`src/rtl/rom_streamer.sv`:
```
// rom_streamer
//   Address sequencer for the iCE40 BRAM rom block that feeds a valid/ready
//   stream. It pulls a run of words from start_addr_i, length_i words long.
//   The ROM is stalled through rom_clke_o. Because of that, the registered
//   ROM output acts as the stream data register and no skid buffer is needed.
//
//   Configuration macro: ROM_STREAMER_WRAP_EN
//     defined   : addresses wrap from VECTOR_LENGTH-1 to 0 and the run length
//                 is taken as given. A start address past the end is reduced
//                 modulo VECTOR_LENGTH.
//     undefined : the run is truncated at the end of the ROM. A start address
//                 past the end gives an empty run.
//
// Ports
//   clk_i, rstn_i      clock, asynchronous active-low reset
//   start_i            start request, sampled only while idle
//   start_addr_i       first word address, sampled with start_i
//   length_i           number of words, sampled with start_i
//   abort_i            synchronous abort of the current run
//   busy_o             high while a run is in progress
//   done_o             one-cycle pulse when a run completes or is aborted
//   rom_addr_o         ROM address
//   rom_clke_o         ROM clock enable; when low the ROM output holds
//   rom_data_i         ROM read data, with 1-cycle latency while clke=1
//   out_data_o         stream data, taken straight from rom_data_i
//   out_valid_o        stream valid
//   out_ready_i        stream ready
//   state_o            FSM state: 0 idle, 1 stream, 2 drain
//
// Handshake: a beat transfers on a rising edge where out_valid_o and
// out_ready_i are both high. Once out_valid_o rises, it and out_data_o hold
// until that transfer happens. The only exception is abort_i, which drops
// valid without a transfer.
module rom_streamer #(
  parameter int VECTOR_LENGTH = 512,
  parameter int WORD_WIDTH    = 8,
  parameter int ADDR_WIDTH    = $clog2(VECTOR_LENGTH)
) (
  input  logic                  clk_i,
  input  logic                  rstn_i,
  input  logic                  start_i,
  input  logic [ADDR_WIDTH-1:0] start_addr_i,
  input  logic [ADDR_WIDTH:0]   length_i,
  input  logic                  abort_i,
  output logic                  busy_o,
  output logic                  done_o,
  output logic [ADDR_WIDTH-1:0] rom_addr_o,
  output logic                  rom_clke_o,
  input  logic [WORD_WIDTH-1:0] rom_data_i,
  output logic [WORD_WIDTH-1:0] out_data_o,
  output logic                  out_valid_o,
  input  logic                  out_ready_i,
  output logic [1:0]            state_o
);

  typedef enum logic [1:0] {
    S_IDLE   = 2'd0,
    S_STREAM = 2'd1,
    S_DRAIN  = 2'd2
  } state_t;

  localparam logic [ADDR_WIDTH:0]   DEPTH     = (ADDR_WIDTH+1)'(VECTOR_LENGTH);
  localparam logic [ADDR_WIDTH-1:0] LAST_ADDR = ADDR_WIDTH'(VECTOR_LENGTH - 1);

  state_t                state_q, state_d;
  logic [ADDR_WIDTH-1:0] addr_q;
  logic [ADDR_WIDTH:0]   remaining_q;
  logic                  out_valid_q;
  logic                  done_q;

  logic                  adv;
  logic                  issue;
  logic                  accept;
  logic [ADDR_WIDTH:0]   start_ext;
  logic [ADDR_WIDTH-1:0] load_addr;
  logic [ADDR_WIDTH:0]   eff_len;
  logic [ADDR_WIDTH-1:0] next_addr;

  // The ROM may only advance when the word it currently holds is free.
  // That is the case when nothing is presented, or when the word is being
  // taken this cycle.
  assign adv    = !out_valid_q || out_ready_i;
  assign accept = out_valid_q && out_ready_i;
  assign issue  = rom_clke_o;

  assign start_ext = {1'b0, start_addr_i};

`ifdef ROM_STREAMER_WRAP_EN
  // The start address is below 2*DEPTH, so one conditional subtract is a
  // full modulo.
  always_comb begin
    load_addr = start_addr_i;
    if (start_ext >= DEPTH) load_addr = ADDR_WIDTH'(start_ext - DEPTH);
    eff_len = length_i;
  end
`else
  logic [ADDR_WIDTH:0] avail;

  always_comb begin
    load_addr = start_addr_i;
    avail     = DEPTH - start_ext;
    eff_len   = '0;
    if (start_ext < DEPTH) eff_len = (length_i < avail) ? length_i : avail;
  end
`endif

  // Wrap explicitly so that a depth which is not a power of two still
  // stays inside the ROM. Without wrap the truncated length stops the run
  // before this matters.
  assign next_addr = (addr_q == LAST_ADDR) ? '0 : addr_q + 1'b1;

  // FSM: state register
  always_ff @(posedge clk_i or negedge rstn_i) begin
    if (!rstn_i) state_q <= S_IDLE;
    else         state_q <= state_d;
  end

  // FSM: next state
  always_comb begin
    state_d = state_q;
    case (state_q)
      S_IDLE:   if (start_i && eff_len != '0) state_d = S_STREAM;
      S_STREAM: begin
        if (abort_i)                                  state_d = S_IDLE;
        else if (issue && remaining_q == 'd1)         state_d = S_DRAIN;
      end
      S_DRAIN: begin
        if (abort_i || accept)                        state_d = S_IDLE;
      end
      default:                                        state_d = S_IDLE;
    endcase
  end

  // FSM: outputs
  always_comb begin
    busy_o     = (state_q != S_IDLE);
    rom_clke_o = adv && (state_q == S_STREAM);
  end

  // Datapath: address, word counter, stream valid, done pulse
  always_ff @(posedge clk_i or negedge rstn_i) begin
    if (!rstn_i) begin
      addr_q      <= '0;
      remaining_q <= '0;
      out_valid_q <= 1'b0;
      done_q      <= 1'b0;
    end else begin
      done_q <= 1'b0;
      case (state_q)
        S_IDLE: begin
          if (start_i) begin
            if (eff_len == '0) begin
              done_q <= 1'b1;
            end else begin
              addr_q      <= load_addr;
              remaining_q <= eff_len;
            end
          end
        end
        S_STREAM: begin
          if (abort_i) begin
            out_valid_q <= 1'b0;
            done_q      <= 1'b1;
          end else if (issue) begin
            addr_q      <= next_addr;
            remaining_q <= remaining_q - 1'b1;
            out_valid_q <= 1'b1;
          end
        end
        S_DRAIN: begin
          if (abort_i || accept) begin
            out_valid_q <= 1'b0;
            done_q      <= 1'b1;
          end
        end
        default: out_valid_q <= 1'b0;
      endcase
    end
  end

  assign rom_addr_o  = addr_q;
  assign out_data_o  = rom_data_i;
  assign out_valid_o = out_valid_q;
  assign done_o      = done_q;
  assign state_o     = state_q;

endmodule
```
`config.mk`:
```
export PLATFORM = sky130hd
export DESIGN_NAME = rom_streamer
export DESIGN_NICKNAME = d
export VERILOG_FILES = /design/src/rtl/rom_streamer.sv
export SDC_FILE = /design/constraint.sdc
export NUM_CORES = 1
export LEC_CHECK = 0
export BUFFER_PORTS_ARGS = -buffer_cell sky130_fd_sc_hd__buf_2
export CAP_MARGIN = 20
export CORE_AREA = 2 2 66 68
export DETAILED_ROUTE_END_ITERATION = 16
export DIE_AREA = 0 0 68 70
export PLACE_DENSITY = 0.88
export REMOVE_ABC_BUFFERS = 1
export SLEW_MARGIN = 20
export SYNTH_ARGS = -nofsm -noshare
export SYNTH_HDL_FRONTEND = slang
export SYNTH_SLANG_ARGS = --single-unit
```
`constraint.sdc`:
```
create_clock -name clk_i -period 2.8 [get_ports clk_i]
set_input_delay 0.84 -clock clk_i [delete_from_list [all_inputs] [get_ports clk_i]]
set_output_delay 0.84 -clock clk_i [all_outputs]
set_load 0.05 [all_outputs]
```
======== Word-level counts from Yosys, hierarchy flattened ========
Cells that the tools add are included.
word-level totals
  register bits ........................... 23
  bits of input ports ..................... 32
  output and inout port bits .............. 23
  logic and storage cells ................. 65
operators by class
  $add $sub $neg .......................... 3
  magnitude comparators ................... 2
  equality and inequality tests ........... 12
  mux-type cells .......................... 27
  bitwise operators ....................... 1
  reduce and logical (&&, ||, !) cells .... 15
operators by type and width
  kind                   number
  $mux 10                6
  $mux 9                 5
  $pmux 10 s2            1
  $pmux 9 s2             1
  $ne 2x2->1 const B     6
  $eq 10x1->1 const B    1
  $logic_not 10->1       1
  $lt 10x10->1           1
  $lt 9x10->1 const B    1
  $reduce_bool 10->1     1
  $sub 10x1->10 const B  1
  $sub 10x9->10 const A  1
  $add 9x1->9 const B    1
  $eq 9x9->1 const B     1
  $mux 2                 4
  $mux 1                 7
  $ne 3x3->1 const B     2
  $pmux 1 s3             2
  $pmux 2 s3             1
  $reduce_and 3->1       2
  $reduce_and 5->1       1
  $logic_and 1x1->1      4
  $reduce_bool 2->1      2
  $eq 2x1->1 const B     1
  other kinds (5)        6

======== Logic depth before layout (Yosys ltp) ========
  word-level depth ........................ 8
  gate-level depth with buffers ........... 14
  mapped depth without buffers ............ 13

======== Worst setup path before layout ========
OpenSTA, ideal clock, no wires.
  path kind ............................... in2reg
  from .................................... in start_addr_i[0]
  to ...................................... reg remaining_q[0]
  library setup time ...................... 0.126 ns
  data arrival time ....................... 3.842 ns
  data required time ...................... 2.674 ns
  setup slack ............................. -1.168 ns
  stages .................................. 14
  path buffers ............................ 1
  path through ............................ inv_2 ha_1 or3b_4 or3_4 xnor2_1 ha_1 nand4_1 a211oi_1 a2111oi_0 clkbuf_1 a21oi_1 a21oi_1 o21bai_1 a221o_1
between the ends
  longest elaborated chain between the ends .. 7
  elaborated cells between the ends (all ways) .. 11
  those cells by class .................... 1 x add/sub; 2 x order compare; 1 x eq/ne; 5 x mux; 2 x reduce/logical
ends and longest elaborated chain
  element                                                           RTL line  RTL
  start: declaration                                                42        input logic [ADDR_WIDTH-1:0] start_addr_i,
  $sub 10x9->10                                                     101       avail = DEPTH - start_ext;
  $lt 10x10->1                                                      103       if (start_ext < DEPTH) eff_len = (length_i < avail) ? length_i : avail;
  $mux 10                                                           103
  $mux 10 (*)                                                       103
  $logic_not 10->1 or $mux 10 (tied branches)                       152       if (eff_len == '0) begin
  $ne 2x2->1 (no source line) or $mux 10 (tied branches)            -
  $reduce_and 5->1 (no source line) or $pmux 10 s2 (tied branches)  -
  end signal: assignment                                            156       remaining_q <= eff_len;
  end signal: assignment                                            166       remaining_q <= remaining_q - 1'b1;
  end: declaration                                                  67        logic [ADDR_WIDTH:0] remaining_q;
Mark *: on every way between the ends. The rest lies on a longest branch, timed or not. The select of a mux whose other input is x is not followed.
A chain may end at the register's enable or synchronous reset.

======== Final worst setup path ========
  from .................................... in start_addr_i[1]
  to ...................................... reg remaining_q[6]
The elaborated chain is that of the path after synthesis.

==> metrics.cfg <==
[finish]
final_cells=392
nNetsFinal=387
final_core_util=0.719
syn2layout_area_growth_pct=45.4
drive_gt1_frac=0.426
antenna_cells=0
fill_cells=308
postLayoutCellArea_sq_um=2980

[sta]
skew_ps=2.98
setup_tns_ps=-17930
holdWs_ps=545
setup_viol=21
min_period_over_period=1.34
relSlewSlack=0.624
worstMarginPinSlew_ps=564
timing.fmax_ghz=0.267
fin_ws_ps=-945
hold_viol=0
maxSlewViolCount=0
period_minus_slack_ps=3740
rsz0062_at_grt=yes

[logic_synthesis]
synth_edf_count=0
syn_area_sq_um=2050
synth_ff_type=dfrtp_1
synthTopCellsByArea=dfrtp_1 28%, ha_1 8.5%, nor2_1 5.9%
seq_area_frac_synth=0.281
syn_inst=261
ys_types=49
synth_xor_area_frac=0.0342
yosys_warnings=0
synthSimpleGateAreaFrac=0.240
synthTopCellsByCount=32 x nor2_1, 23 x dfrtp_1, 21 x a21oi_1, 19 x o21ai_1, 16 x nand2_1
yosysTopAreaCell=dfrtp_1
synth_top_family_by_area=compound AO/OA/AOI/OAI gates
synth_most_common_cell=nor2_1
synth_top_area_share=0.281
ys_ff_latch=23
synthMuxAreaShare=0.0281
synth_compound_area_frac=0.256
synth_fa_ha_area_frac=0.0855
postSynth.asyncResetShare=1.00
syn_avg_cell_area_sq_um=7.85

[floorplanning]
num_rows=24
dieArea_sq_um=4760
die_x_microns=68
fp.dieH_microns=70
core_area_sq_um=4140
ios=55
start_util=0.495

[global_routing]
grtUsageTotal=0.324
antenna_found_initial=0
grt_pass1_wl_microns=11800
top_usage_layer=met2
grt_overflow=0
grt_pass1_vias=2501
use_met3=0.0531
grtUsageMet1=0.353
met2_usage=0.569
grt_max_degree=24

[critical_path]
worstSetupPathType=primary input to flop
reg2reg_from=rom_addr_o[0]
critical_path_required_ps=2970
crit_path_start_kind=primary input
r2r_end=rom_addr_o[7]
cp_max_fo=6
startpoint=start_addr_i[1]
rr_worst_depth=10
r2r_slack_ps=320
end_kind=flop
cp.arrival_ps=3910
worstSetupEndpoint=remaining_q[6]

[clock_network]
cts_max_level=1
cts_tree=built
hold_buffers=0
clkTransAtPathRegs_ps=90
cts-root-buf=clkbuf_8
cts_buffers=3
insertion_delay_ps=280
clockBufferDepth=2
cts.sinks=23

[place]
gp_congestion=0.918
hpwlAfterDp_microns=4660
place_ws_ps=-1230
place_inst=372
io_buffers=38
place_area_sq_um=2530

[pwr]
peakVddDrop_uv=647
power_mw=2.94
p_clk_frac=0.077
pwr_density_cell_nw_per_um2=985
p_switching_mw=1.57
intPower_mw=1.37
swShare=0.533
power_frac_seq=0.247
combinationalPowerShare=0.676
leakage_nw=1.38

[run_status]
violations=setup timing
outcome=finished with violations

[drt]
via_per_inst=6.38
vias=2502
final_antenna_net_count=0
first_pass_iters=5
drc=0
drtIter0Drc=188
drt-total-wl_microns=7570
wl_per_cell_microns=19.3

[min_path]
hold_path_class=primary input to async pin

[flow_run]
drv_cap=0

## layout by cell type (no fill, tap or decap), types with 3 or more instances in the layout
master	count
inv_1	9
nand3_1	7
ha_1	13
xor2_1	4
a211oi_1	3
nor3_1	6
nor4_1	5
o21ai_2	16
a21oi_1	16
mux2_4	3
nor2_1	31
a21oi_2	4
nand2b_1	5
buf_2	36
o22ai_1	3
buf_4	51
buf_6	5
a31oi_1	3
clkbuf_8	3
a22oi_1	6
or3_1	3
o22a_1	5
nand2_1	13
and3_1	6
dfrtp_1	23
o21ai_0	6
## flip-flops by register name (all words and copies together) (netlist names)
name	count
remaining_q	10
state_o	2
rom_addr_o	9
out_valid_o	1
done_o	1
## metal layers
layer | part of all wire | up-vias
li1 | - | 1109
met2 | 0.53 | 154
met4 | 0.052 | 0
met5 | 0 | -
met1 | 0.36 | 1196
met3 | 0.059 | 43
## what timing repair did
item                       CTS  global route
pin swaps                    5            23
cloned                       5             0
resized for setup           27            37
buffers inserted            10             5
setup endpoints to repair   21            21
## power by group through the flow
stage	Combinational [mW]	Sequential [mW]	Clock, mW
after detailed placement	1.53	0.697	0
after global placement	1.47	0.688	0
final	1.98	0.725	0.227
after global routing	2.11	0.748	0.236
after floorplan	0.767	0.952	0
after CTS	1.90	0.694	0.225
## layout make-up
type                    instances  area (sq um)  area share
inverters                      11          46.3      0.0155
flip-flops and latches         23           576       0.193
multi-input cells             206          1530       0.515
repair buffers                 96           709       0.238
clock inverters                 1          7.51     0.00252
clock buffers                   3          41.3      0.0139
well taps                      52          65.1      0.0218
## worst min-delay path by stage
stage	startpoint	end
floorplan	remaining_q[9]	remaining_q[9]
global placement	remaining_q[9]	remaining_q[9]
detailed placement	remaining_q[9]	remaining_q[9]
CTS	remaining_q[9]	remaining_q[9]
global route	remaining_q[9]	remaining_q[9]
finish	rstn_i	state_o[1]
## logic make-up after synthesis
family | after synthesis
multiplexers | 5
adder cells (fa/ha/maj) | 14
AO/OA/AOI/OAI | 83
AND/OR/NAND/NOR | 96
buffers and inverters | 32
XOR/XNOR | 8
flip-flops | 23
## worst max-delay path, stage by stage
cell	delay, ps
buf_6	90
inv_2	60
ha_4	120
or3b_4	380
or3_4	350
xnor2_2	140
ha_1	280
nand4_1	140
buf_4	160
a211o_1	270
and2_4	200
o31ai_4	370
buf_4	230
nor2_1	60
o22a_1	200
No activity file was read; power rests on OpenSTA's default activity.
